`src/rtl/rule_unpacker.sv`:
```
// rtl/rule_unpacker.sv - unpacks 32-slot rule-ID flits into a one-rule-per-cycle stream
// Delimits packets with sop/eop, emits a no-match marker for rule-less packets, keeps stats.
module rule_unpacker (
  input  logic         clk,
  input  logic         rst,
  input  logic         in_usr_sop,
  input  logic         in_usr_eop,
  input  logic [511:0] in_usr_data,
  input  logic [5:0]   in_usr_empty,
  input  logic         in_usr_valid,
  output logic         in_usr_ready,
  output logic         out_rule_valid,
  input  logic         out_rule_ready,
  output logic [15:0]  out_rule_data,
  output logic         out_rule_sop,
  output logic         out_rule_eop,
  output logic [31:0]  stats_rule,
  output logic [31:0]  stats_pkt,
  output logic [31:0]  stats_err
);

  typedef enum logic {IDLE, SCAN} state_t;

  state_t        state, state_next;
  logic [511:0]  data_q;
  logic          eop_q;
  logic [31:0]   mask_q;
  logic          marker_q;
  logic          first_pending;
  logic          pkt_open;

  logic [31:0]   in_mask;
  logic [4:0]    enc_idx;
  logic [15:0]   enc_rule;
  logic [31:0]   rest_mask;
  logic          in_xfer;
  logic          out_xfer;
  logic          fp_new;

  assign in_xfer  = in_usr_valid & in_usr_ready;
  assign out_xfer = out_rule_valid & out_rule_ready;
  assign fp_new   = in_usr_sop | first_pending;

  // A slot counts only if nonzero and, on the eop flit, both of its bytes are valid.
  always_comb begin
    in_mask = '0;
    for (int k = 0; k < 32; k++) begin
      if ((in_usr_data[511-16*k -: 16] != 16'd0) &&
          (!in_usr_eop || ((2*k + 2 + int'(in_usr_empty)) <= 64)))
        in_mask[k] = 1'b1;
    end
  end

  always_comb begin
    enc_idx  = '0;
    enc_rule = '0;
    for (int i = 31; i >= 0; i--) begin
      if (mask_q[i]) begin
        enc_idx  = 5'(i);
        enc_rule = data_q[511-16*i -: 16];
      end
    end
  end

  assign rest_mask = mask_q & ~(32'd1 << enc_idx);

  always_comb begin
    state_next     = state;
    in_usr_ready   = 1'b0;
    out_rule_valid = 1'b0;
    out_rule_data  = '0;
    out_rule_sop   = 1'b0;
    out_rule_eop   = 1'b0;
    case (state)
      IDLE: begin
        in_usr_ready = 1'b1;
        if (in_usr_valid) state_next = SCAN;
      end
      SCAN: begin
        if (marker_q) begin
          out_rule_valid = 1'b1;
          out_rule_sop   = 1'b1;
          out_rule_eop   = 1'b1;
          if (out_rule_ready) state_next = IDLE;
        end else if (mask_q != '0) begin
          out_rule_valid = 1'b1;
          out_rule_data  = enc_rule;
          out_rule_sop   = first_pending;
          out_rule_eop   = eop_q && (rest_mask == '0);
          if (out_rule_ready && (rest_mask == '0)) state_next = IDLE;
        end else begin
          state_next = IDLE;
        end
      end
      default: state_next = IDLE;
    endcase
    if (rst) begin
      in_usr_ready   = 1'b0;
      out_rule_valid = 1'b0;
      out_rule_data  = '0;
      out_rule_sop   = 1'b0;
      out_rule_eop   = 1'b0;
    end
  end

  always_ff @(posedge clk) begin
    if (rst) begin
      state         <= IDLE;
      data_q        <= '0;
      eop_q         <= 1'b0;
      mask_q        <= '0;
      marker_q      <= 1'b0;
      first_pending <= 1'b0;
      pkt_open      <= 1'b0;
      stats_rule    <= '0;
      stats_pkt     <= '0;
      stats_err     <= '0;
    end else begin
      state <= state_next;
      if (in_xfer) begin
        data_q        <= in_usr_data;
        eop_q         <= in_usr_eop;
        mask_q        <= in_mask;
        marker_q      <= in_usr_eop && (in_mask == '0) && fp_new;
        first_pending <= fp_new;
        pkt_open      <= in_usr_eop ? 1'b0 : (in_usr_sop | pkt_open);
        // A new sop on an open packet abandons the old one without closing it.
        if (in_usr_sop && pkt_open) stats_err <= stats_err + 32'd1;
      end
      if (out_xfer) begin
        mask_q        <= marker_q ? mask_q : rest_mask;
        marker_q      <= 1'b0;
        first_pending <= 1'b0;
        if (out_rule_data != 16'd0) stats_rule <= stats_rule + 32'd1;
        if (out_rule_eop) stats_pkt <= stats_pkt + 32'd1;
      end
    end
  end

endmodule

```
`config.mk`:
```
export PLATFORM = sky130hd
export DESIGN_NAME = rule_unpacker
export DESIGN_NICKNAME = d
export VERILOG_FILES = /design/src/rtl/rule_unpacker.sv
export SDC_FILE = /design/constraint.sdc
export NUM_CORES = 2
export LEC_CHECK = 0
export ABC_AREA = 1
export CAP_MARGIN = 20
export CORE_ASPECT_RATIO = 2
export CORE_MARGIN = 10
export CORE_UTILIZATION = 45
export CTS_BUF_LIST = sky130_fd_sc_hd__clkbuf_16
export CTS_CLUSTER_SIZE = 30
export DETAILED_ROUTE_END_ITERATION = 10
export GPL_TIMING_DRIVEN = 0
export PLACE_DENSITY = 0.71
export SLEW_MARGIN = 20
export SYNTH_ARGS = -nofsm -noshare
export SYNTH_HDL_FRONTEND = slang
export SYNTH_SLANG_ARGS = --single-unit
```
`constraint.sdc`:
```
create_clock -name clk -period 4.6 [get_ports clk]
set_clock_uncertainty 0.1 [all_clocks]
set_input_delay 0.46 -clock clk [delete_from_list [all_inputs] [get_ports clk]]
set_output_delay 0.46 -clock clk [all_outputs]
set_load 0.005 [all_outputs]
```
==> out/metrics.cfg <==
[outcome]
status=finished with violations
violations=negative setup slack

[place]
port_buffers=635
dp_cells=6455
hpwl_um=140600
placedInstanceArea_um2=40420
place_congestion=1.065

[clock_tree]
cts_tree=yes
clk_latency_ns=0.69
hold_buffers=0
cts.sinks=645
cts_made_buffers=61
clock_path_buffers=3
cts_root_buffer=clkbuf_16
htree_levels=2
clk_pin_slew_ns=0.07

[synthesis]
ys.flop_type=dfxtp_1
ys_ff_latch=645
synth_nets=5441
avgSynthCellArea_um2=6.712
yosysUniqueCellTypes=59
yosys-top-cells-area=dfxtp_1 (39%), nand2_1 (14%), nand3_1 (7.5%)
yosysSeqAreaShare_pct=39.29
synth_area_um2=32860
yosys.area.top_type=dfxtp_1
yosys_warnings=0
netlist_instances=4896
netlist.area_leader.share_pct=39.29
synth_edf_count=0
async_flop_share_pct=0

[worst_setup_path]
endpoint_kind=primary output
rrSetupSlack_ns=0.01
ff2ff_path_depth=33
critical_path.max_fanout=6
critical_path_class=register to primary output
startpoint_type=register
cpPeakStageDelay_ns=0.34
crit_arrival_ns=4.49
reg2reg_to=stats_rule[23]$_SDFFE_PP0P_
critPathMostFrequentCell=nand2_1
cp_slowest_cell=dfxtp_2
timing.rr.start=mask_q[27]$_SDFFE_PP0P_
required_ns=4.04

[sta]
rsz0062_at_grt=yes
relSlewSlack_pct=19.26
finalHoldViolations=0
fin_hold_ws_ns=0.2483
setup_tns_ns=-1.515
fin_ws_ns=-0.4544
fmaxAchievable_ghz=0.1978
setup_viol=8
fin_crit_sh_pct=109.9
finalCriticalPeriod_ns=5.054
finalMaxSlewViolations=0
worst_pin_slew_ns=1.211

[cells_and_area]
final_cell_mix=nand2_1 (1,096), dfxtp_1 (638), clkdlybuf4s50_1 (620), inv_1 (508), nand3_1 (488)
fin_area_um2=43850
final_nets=6183
final_common_cell=nand2_1
final_cell_count_no_fill=6619
layout-drive-gt1-share_pct=7.629
area_delta_synth_final_pct=33.42

[min_path]
min_path_cells=3
min_to=data_q[63]$_SDFFE_PP0P_
hold_path_class=primary input to register
hp-start=in_usr_data[63]

[detailed_routing]
vias=38810
drc_errors=0
drt_wl_total_um=173400
viasPerCell=5.863
drt_iter0_markers=3290
ant_nets=0
drt_pass1_iterations=6
wl_per_cell_um=26.19

[power]
p_per_area_nw_per_um2=366.5
total_power_mw=16.07
peakVddDrop_v=0.0003125
power.leakage_nw=17.96

[run]
maxCapViolCount=0

[floorplanning]
ios=640
placementRows=140
fp.dieW_um=211.1
fp.dieArea_um2=84890
die_h_um=402.2
initial_core_util_pct=45.21
core_area_um2=72690

[global_route]
grt_max_degree=17
grt_overflow_total=0
grt_antenna_before_repair=11
grtUsageTotal_pct=39.23
grt_pass1_wl_um=247900
grt_pass1_vias=39140

final cells by class:
type	count	area [µm²]
clock inverter	53	620.6
tap	923	1155
timing repair buffer	680	6733
multi-input combinational	3403	17440
antenna	7	17.52
buffer	316	1406
clock buffer	61	1526
inverter	531	2017
fill	7096	28850
sequential	645	12930
cell usage after synthesis (all sizes together) (4+ instances only):
cell,instances
xor2,56
o41ai,7
a31o,4
clkbuf,270
nor3b,4
o21bai,6
a32oi,9
o21ai,458
o211ai,26
or4,10
ha,21
nor3,129
dfxtp,645
o22ai,7
nand4,97
a31oi,14
inv,522
o221ai,14
nor2,217
clkinv,9
nand2,1198
a221oi,20
nand3,497
xnor2,15
a211oi,63
a21oi,395
buf,47
nor4,108
logic make-up after synthesis:
kind of cell / synth area share, %
compound gates: 17.57
fa+ha+maj: 0.7995
flops: 39.29
simple gates: 30.50
buf+inv: 9.945
xor+xnor: 1.892
power breakdown:
part	leakage, nW	internal (mW)	switching (mW)
combinational	11.6	1.43	2.79
clock	1.04	3.12	2.51
sequential	5.29	5.98	0.247
total	18.0	10.5	5.54
timing repair:
action / in CTS / in global routing
gates cloned: 0 / 2
setup buffers: 30 / 12
gates resized for setup: 195 / 145
setup endpoints to repair: 82 / 83
endpoints found under the hold margin: 0 / 0
pin swaps: 54 / 79
flip-flops by register name, summed over array words and instances, names as in the netlist:
name           flops
marker_q           1
pkt_open           1
data_q           512
state              1
eop_q              1
stats_err         32
first_pending      1
mask_q            32
stats_rule        32
stats_pkt         32
routing by layer:
metal	part of all wire, %	routed length, µm	GRT usage (%)
met4	11	18680	35.66
met5	0.055	96	0
met3	8.9	15490	10.28
met1	32	56000	37.66
met2	48	83090	67.51
critical path: cells and delay by family, from the launching register on:
kind / cells / cell delay, ns
buffers and inverters: 4 / 0.38
flip-flops: 1 / 0.34
AND/OR/NAND/NOR: 32 / 2.59
AO/OA/AOI/OAI: 2 / 0.49
worst max path at each step:
stage                                 start           end  slack (ns)  cells past startpoint
CTS                 mask_q[30]$_SDFFE_PP0P_  out_rule_eop       -0.37                     39
finish              mask_q[30]$_SDFFE_PP0P_  out_rule_eop       -0.45                     38
floorplan           mask_q[30]$_SDFFE_PP0P_  out_rule_eop        1.16                     37
detailed placement  mask_q[25]$_SDFFE_PP0P_  out_rule_eop       -1.11                     21
global route        mask_q[29]$_SDFFE_PP0P_  out_rule_eop       -0.65                     37
global placement    mask_q[25]$_SDFFE_PP0P_  out_rule_eop       -1.21                     21
stage by stage:
stage / setup slack [ns] / util [%]
after floorplan: 1.165 / -
after global placement: -1.208 / 55.54
after detailed placement: -1.111 / 55.60
after CTS: -0.3741 / 59.56
after global routing: -0.6509 / 60.29
final: -0.4544 / 60.32
Note: power is estimated with default switching activity, not from simulation.
